==> src/rtl/axi_mst_ctrl_rd.sv <==
// AXI4 read-channel master: one local request -> one AR -> R beats streamed to the consumer.
// Optional watchdog enabled by defining AXI_MST_RD_TIMEOUT_EN (sets rd_status[4] on stall).
module axi_mst_ctrl_rd #(
    parameter int unsigned ADDR_W      = 32,
    parameter int unsigned DATA_W      = 32,
    parameter int unsigned ID_W        = 4,
    parameter int unsigned LEN_W       = 8,
    parameter int unsigned TIMEOUT_CYC = 1024
) (
    input  logic              clk,
    input  logic              rst,
    input  logic              rd_req_valid,
    output logic              rd_req_ready,
    input  logic [ADDR_W-1:0] rd_req_addr,
    input  logic [LEN_W-1:0]  rd_req_len,
    input  logic [2:0]        rd_req_size,
    input  logic [1:0]        rd_req_burst,
    input  logic [ID_W-1:0]   rd_req_id,
    output logic              rd_data_valid,
    input  logic              rd_data_ready,
    output logic [DATA_W-1:0] rd_data,
    output logic              rd_data_last,
    output logic              rd_done,
    output logic [4:0]        rd_status,
    output logic              axi_mst_arvalid,
    output logic [ID_W-1:0]   axi_mst_arid,
    output logic [ADDR_W-1:0] axi_mst_araddr,
    output logic [LEN_W-1:0]  axi_mst_arlen,
    output logic [2:0]        axi_mst_arsize,
    output logic [1:0]        axi_mst_arburst,
    output logic              axi_mst_arlock,
    output logic [3:0]        axi_mst_arcache,
    output logic [2:0]        axi_mst_arprot,
    output logic [3:0]        axi_mst_arqos,
    output logic [3:0]        axi_mst_arregion,
    input  logic              axi_mst_arready,
    input  logic              axi_mst_rvalid,
    input  logic [ID_W-1:0]   axi_mst_rid,
    input  logic [DATA_W-1:0] axi_mst_rdata,
    input  logic [1:0]        axi_mst_rresp,
    input  logic              axi_mst_rlast,
    output logic              axi_mst_rready
);

    typedef enum logic [1:0] {
        S_IDLE = 2'd0,
        S_AR   = 2'd1,
        S_RD   = 2'd2
    } state_e;

    state_e              state_q, state_d;
    logic [ADDR_W-1:0]   addr_q, addr_d;
    logic [LEN_W-1:0]    len_q, len_d;
    logic [2:0]          size_q, size_d;
    logic [1:0]          burst_q, burst_d;
    logic [ID_W-1:0]     id_q, id_d;
    logic [LEN_W-1:0]    beat_cnt_q, beat_cnt_d;
    logic [1:0]          worst_q, worst_d;
    logic                id_err_q, id_err_d;
    logic                last_err_q, last_err_d;
    logic                done_q, done_d;
    logic                timeout_q;

    logic req_hs, ar_hs, r_hs, last_beat, burst_end;

    assign req_hs    = (state_q == S_IDLE) && rd_req_valid;
    assign ar_hs     = (state_q == S_AR) && axi_mst_arready;
    assign r_hs      = (state_q == S_RD) && axi_mst_rvalid && rd_data_ready;
    assign last_beat = (beat_cnt_q == len_q);
    // An early RLAST from the slave truncates the burst just like the counted last beat.
    assign burst_end = r_hs && (last_beat || axi_mst_rlast);

    always_ff @(posedge clk or posedge rst) begin
        if (rst) begin
            state_q    <= S_IDLE;
            addr_q     <= '0;
            len_q      <= '0;
            size_q     <= '0;
            burst_q    <= '0;
            id_q       <= '0;
            beat_cnt_q <= '0;
            worst_q    <= '0;
            id_err_q   <= 1'b0;
            last_err_q <= 1'b0;
            done_q     <= 1'b0;
        end else begin
            state_q    <= state_d;
            addr_q     <= addr_d;
            len_q      <= len_d;
            size_q     <= size_d;
            burst_q    <= burst_d;
            id_q       <= id_d;
            beat_cnt_q <= beat_cnt_d;
            worst_q    <= worst_d;
            id_err_q   <= id_err_d;
            last_err_q <= last_err_d;
            done_q     <= done_d;
        end
    end

    always_comb begin
        state_d = state_q;
        case (state_q)
            S_IDLE:  if (req_hs)    state_d = S_AR;
            S_AR:    if (ar_hs)     state_d = S_RD;
            S_RD:    if (burst_end) state_d = S_IDLE;
            default:                state_d = S_IDLE;
        endcase
    end

    always_comb begin
        addr_d     = addr_q;
        len_d      = len_q;
        size_d     = size_q;
        burst_d    = burst_q;
        id_d       = id_q;
        beat_cnt_d = beat_cnt_q;
        worst_d    = worst_q;
        id_err_d   = id_err_q;
        last_err_d = last_err_q;
        done_d     = burst_end;
        if (req_hs) begin
            addr_d     = rd_req_addr;
            len_d      = rd_req_len;
            size_d     = rd_req_size;
            burst_d    = rd_req_burst;
            id_d       = rd_req_id;
            beat_cnt_d = '0;
            worst_d    = '0;
            id_err_d   = 1'b0;
            last_err_d = 1'b0;
        end
        if (r_hs) begin
            beat_cnt_d = beat_cnt_q + 1'b1;
            if (axi_mst_rresp > worst_q) worst_d = axi_mst_rresp;
            if (axi_mst_rid != id_q) id_err_d = 1'b1;
            if (axi_mst_rlast != last_beat) last_err_d = 1'b1;
        end
    end

`ifdef AXI_MST_RD_TIMEOUT_EN
    localparam logic [16:0] TMO_LIM = 17'(TIMEOUT_CYC);

    logic [15:0] wd_cnt_q, wd_cnt_d;
    logic        timeout_d;

    always_comb begin
        wd_cnt_d  = wd_cnt_q;
        timeout_d = timeout_q;
        if (req_hs) begin
            wd_cnt_d  = '0;
            timeout_d = 1'b0;
        end else if (ar_hs || r_hs) begin
            wd_cnt_d = '0;
        end else if (state_q != S_IDLE) begin
            if (wd_cnt_q != '1) wd_cnt_d = wd_cnt_q + 1'b1;
            if (({1'b0, wd_cnt_q} + 17'd1) >= TMO_LIM) timeout_d = 1'b1;
        end
    end

    always_ff @(posedge clk or posedge rst) begin
        if (rst) begin
            wd_cnt_q  <= '0;
            timeout_q <= 1'b0;
        end else begin
            wd_cnt_q  <= wd_cnt_d;
            timeout_q <= timeout_d;
        end
    end
`else
    logic [31:0] unused_tmo;
    assign unused_tmo = TIMEOUT_CYC;
    assign timeout_q  = 1'b0;
`endif

    always_comb begin
        rd_req_ready    = (state_q == S_IDLE);
        axi_mst_arvalid = (state_q == S_AR);
        rd_data_valid   = (state_q == S_RD) && axi_mst_rvalid;
        axi_mst_rready  = (state_q == S_RD) && rd_data_ready;
        rd_data         = (state_q == S_RD) ? axi_mst_rdata : '0;
        rd_data_last    = (state_q == S_RD) && last_beat;
    end

    assign rd_done          = done_q;
    assign rd_status        = {timeout_q, id_err_q, last_err_q, worst_q};
    assign axi_mst_arid     = id_q;
    assign axi_mst_araddr   = addr_q;
    assign axi_mst_arlen    = len_q;
    assign axi_mst_arsize   = size_q;
    assign axi_mst_arburst  = burst_q;
    assign axi_mst_arlock   = 1'b0;
    assign axi_mst_arcache  = 4'b0011;
    assign axi_mst_arprot   = 3'b000;
    assign axi_mst_arqos    = 4'b0000;
    assign axi_mst_arregion = 4'b0000;

endmodule

==> config.mk <==
export PLATFORM = sky130hd
export DESIGN_NAME = axi_mst_ctrl_rd
export DESIGN_NICKNAME = d
export VERILOG_FILES = /design/src/rtl/axi_mst_ctrl_rd.sv
export SDC_FILE = /design/constraint.sdc
export NUM_CORES = 1
export LEC_CHECK = 0
export ABC_AREA = 1
export BUFFER_PORTS_ARGS = -buffer_cell sky130_fd_sc_hd__buf_2
export CAP_MARGIN = 30
export CORE_MARGIN = 3
export CORE_UTILIZATION = 46
export CTS_BUF_LIST = sky130_fd_sc_hd__clkbuf_16
export DETAILED_ROUTE_END_ITERATION = 6
export GPL_ROUTABILITY_DRIVEN = 0
export PLACE_DENSITY = 0.88
export SKIP_LAST_GASP = 1
export SYNTH_ARGS = -nofsm -noshare
export SYNTH_HDL_FRONTEND = slang
export SYNTH_SLANG_ARGS = --single-unit
==> constraint.sdc <==
create_clock -name clk -period 4.1 [get_ports clk]
set_input_delay 0.82 -clock clk [delete_from_list [all_inputs] [get_ports clk]]
set_output_delay 0.82 -clock clk [all_outputs]
set_load 0.005 [all_outputs]
==> flow_summary.toml <==
[grt]
globalRoute.totalOverflow = 0
grt_pass1_wl_mm = 14.5
grt_pass1_vias = 3061
globalRouteTotalUtil_pct = 21.7
grt_max_degree = 57
antenna_found_initial = 0

[worst_setup_path]
criticalPathCategory = "flip-flop to output port"
crit_path_max_fanout = 24
path_cells = "inv_1, nand2_1, buf_8, nor2_1, buf_2"
r2r_start = "state_q[1]$_DFFE_PP0P_"
startpoint_type = "flip-flop"
cp-startpoint = "state_q[0]$_DFFE_PP0P_"
r2r_end = "beat_cnt_q[6]$_DFFE_PP0P_"
max_stage_delay_ps = 380
crit_family = "buffers and inverters"
worstPathBufferInverterCount = 3
cp.arrival_ps = 1610
reg2reg_depth = 7
crit_cells = 5
endpoint = "rd_data[7]"
critPathRequiredTime_ps = 3280
regToRegSetupSlack_ps = 2080
critPathSlowestCell = "dfrtp_1"
cp-end-kind = "output port"

[timing]
rsz0062_at_grt = "no"
whs_ps = 474
hold_violations = 0
max_freq_mhz = 411
clock_skew_ps = 8.02
setup_viol = 0
tightest_slew_ps = 840
finalCriticalPeriod_ps = 2430
setup-tns-final_ps = 0
fin_crit_sh_pct = 59.3
drv_slew = 0
maxSlewHeadroom_pct = 43.9

[clock_network]
cts_num_sinks = 64
clk_pin_slew_ps = 50
cts_inserted_buffers = 9
clk_latency_ps = 320
htreeDepth = 3
cts_setup_buffers = 0
cts_tree = "done"
ctsResizeCount = 0
clk_path_buf_depth = 2
root_buffer = "clkbuf_16"
postCtsHoldBufs = 0

[floorplan]
rows = 29
die_x_um = 89.9
ios = 202
start_util_pct = 49.3
die_y_um = 89.9
coreArea_mm2 = 0.00657
dieArea_mm2 = 0.00808

[yosys]
ys_ff_latch = 64
synth_area_leaders = "dfrtp_1, nand2_1, inv_1"
ys_warn_count = 0
yosysSeqAreaShare_pct = 49.5
syn-instance-count = 437
synth_top_area_share_pct = 49.5
synth.cell_area_mm2 = 0.00324
synth.distinct_cells = 25
avgSynthCellArea_um2 = 7.41
yosysTopAreaCell = "dfrtp_1"

[worst_hold_path]
min_path_type = "flip-flop to flip-flop"
whs_path_depth = 2

[route]
totalWireLength_mm = 8.64
via_count = 3172
wire_per_inst_um = 12.1
drc = 0
first_iter_violations = 181
drtPass1Iterations = 4
ant_nets = 0
via_per_inst = 4.44

[run_status]
status = "finished clean"

[final_layout]
drive_above_1_share_pct = 33.4
antenna_cells = 0
nNetsFinal = 715
area_growth_syn_to_layout_pct = 37.6
nFillCells = 562

[pwr]
p_leak_nw = 2.83
max-vdd-ir-drop_mv = 0.396
power_density_mw_per_mm2 = 653

[run]
maxCapViolCount = 0

[place]
dp_hpwl_mm = 6.62
io_buffers = 184
how the worst min path moves through the flow:
stage | startpoint | slack (ps) | end
after floorplan | id_err_q$_DFF_PP0_ | 450 | id_err_q$_DFF_PP0_
after global routing | axi_mst_araddr[7]$_DFFE_PP0P_ | 500 | axi_mst_araddr[7]$_DFFE_PP0P_
final | axi_mst_araddr[10]$_DFFE_PP0P_ | 470 | axi_mst_araddr[10]$_DFFE_PP0P_
after global placement | id_err_q$_DFF_PP0_ | 460 | id_err_q$_DFF_PP0_
after CTS | axi_mst_araddr[10]$_DFFE_PP0P_ | 470 | axi_mst_araddr[10]$_DFFE_PP0P_
after detailed placement | axi_mst_araddr[10]$_DFFE_PP0P_ | 460 | axi_mst_araddr[10]$_DFFE_PP0P_
metal layers:
metal	track usage (%)	wire [µm]
met3	6.18	707
met5	0	0
met4	7.27	123
met2	39.0	4380
met1	24.8	3430
cell type report:
cell class	count	area [µm²]	share of cell area [%]
Inverter	61	229	5.14
Sequential cell	64	1600	36.0
Clock inverter	7	86.3	1.94
Multi-Input combinational cell	293	1220	27.5
Timing Repair Buffer	188	971	21.8
Tap cell	93	116	2.61
Clock buffer	9	225	5.06
cells in the mapped netlist:
cell,number
ha_1,4
a22o_1,1
clkinv_1,1
xor2_1,3
buf_2,5
nand4_2,1
clkbuf_1,2
inv_1,59
xnor2_1,3
o21bai_1,1
nand2_2,1
nand4_1,1
nand3_1,6
dfrtp_1,64
o31ai_1,1
nor2_1,48
inv_2,1
buf_4,26
o21ai_0,16
conb_1,2
nor3_1,1
buf_6,1
o22ai_1,1
nand2_1,187
nor2_2,1
report_power, final:
part,internal (mW),total (mW),leakage (nW),switching (mW)
Sequential,0.896,1.07,0.810,0.174
Clock,0.526,0.787,0.153,0.261
Combinational,0.458,1.05,1.87,0.594
kinds of logic after synthesis:
logic type      count (synthesis)  synth area share (%)
buf+inv                        95                  14.5
compound gates                 20                  3.40
xor+xnor                        6                  1.62
fa+ha+maj                       4                  1.55
flops                          64                  49.5
simple gates                  246                  29.3
other cells                     2                 0.232
metrics by stage:
| step | std cells | total power [mW] | util (%) | worst slack [ps] | instance area (µm²) |
|---|---|---|---|---|---|
| floorplan | 452 | 1.67 | - | 1680 | 3290 |
| finish | 715 | 2.91 | 67.8 | 1670 | 4450 |
| global route | 715 | 3.15 | 67.8 | 1510 | 4450 |
| detailed placement | 699 | 2.14 | 63.1 | 1770 | 4140 |
| global placement | 697 | 2.09 | 62.5 | 1670 | 4110 |
| CTS | 715 | 2.94 | 67.8 | 1640 | 4450 |
tightest hold or removal path, delay by kind of cell, from the launching register on:
family        cells  cell delay (ps)
flops             1              340
simple gates      2              100
flip-flops by register name, indices dropped and copies added, names as in the netlist:
signal / flops
id_err_q: 1
rd_done: 1
worst_q: 2
last_err_q: 1
axi_mst_arid: 4
axi_mst_arlen: 8
axi_mst_arburst: 2
beat_cnt_q: 8
axi_mst_arsize: 3
state_q: 2
axi_mst_araddr: 32
layout by cell type, fill, tap and decap left out, drive strengths merged:
cell type  synthesis  routed
nand3              6       6
xnor2              3       3
o21ai             16      16
nand2            188     188
dfrtp             64      64
clkinvlp           0       1
buf               32     188
clkbuf             2       9
bufinv             0       2
nor2              49      49
nand4              2       2
o21bai             1       1
clkinv             1       5
ha                 4       4
xor2               3       3
o31ai              1       1
a22o               1       1
o22ai              1       1
inv               60      60
conb               2      17
nor3               1       1
Power figures use the tool's default switching activity.
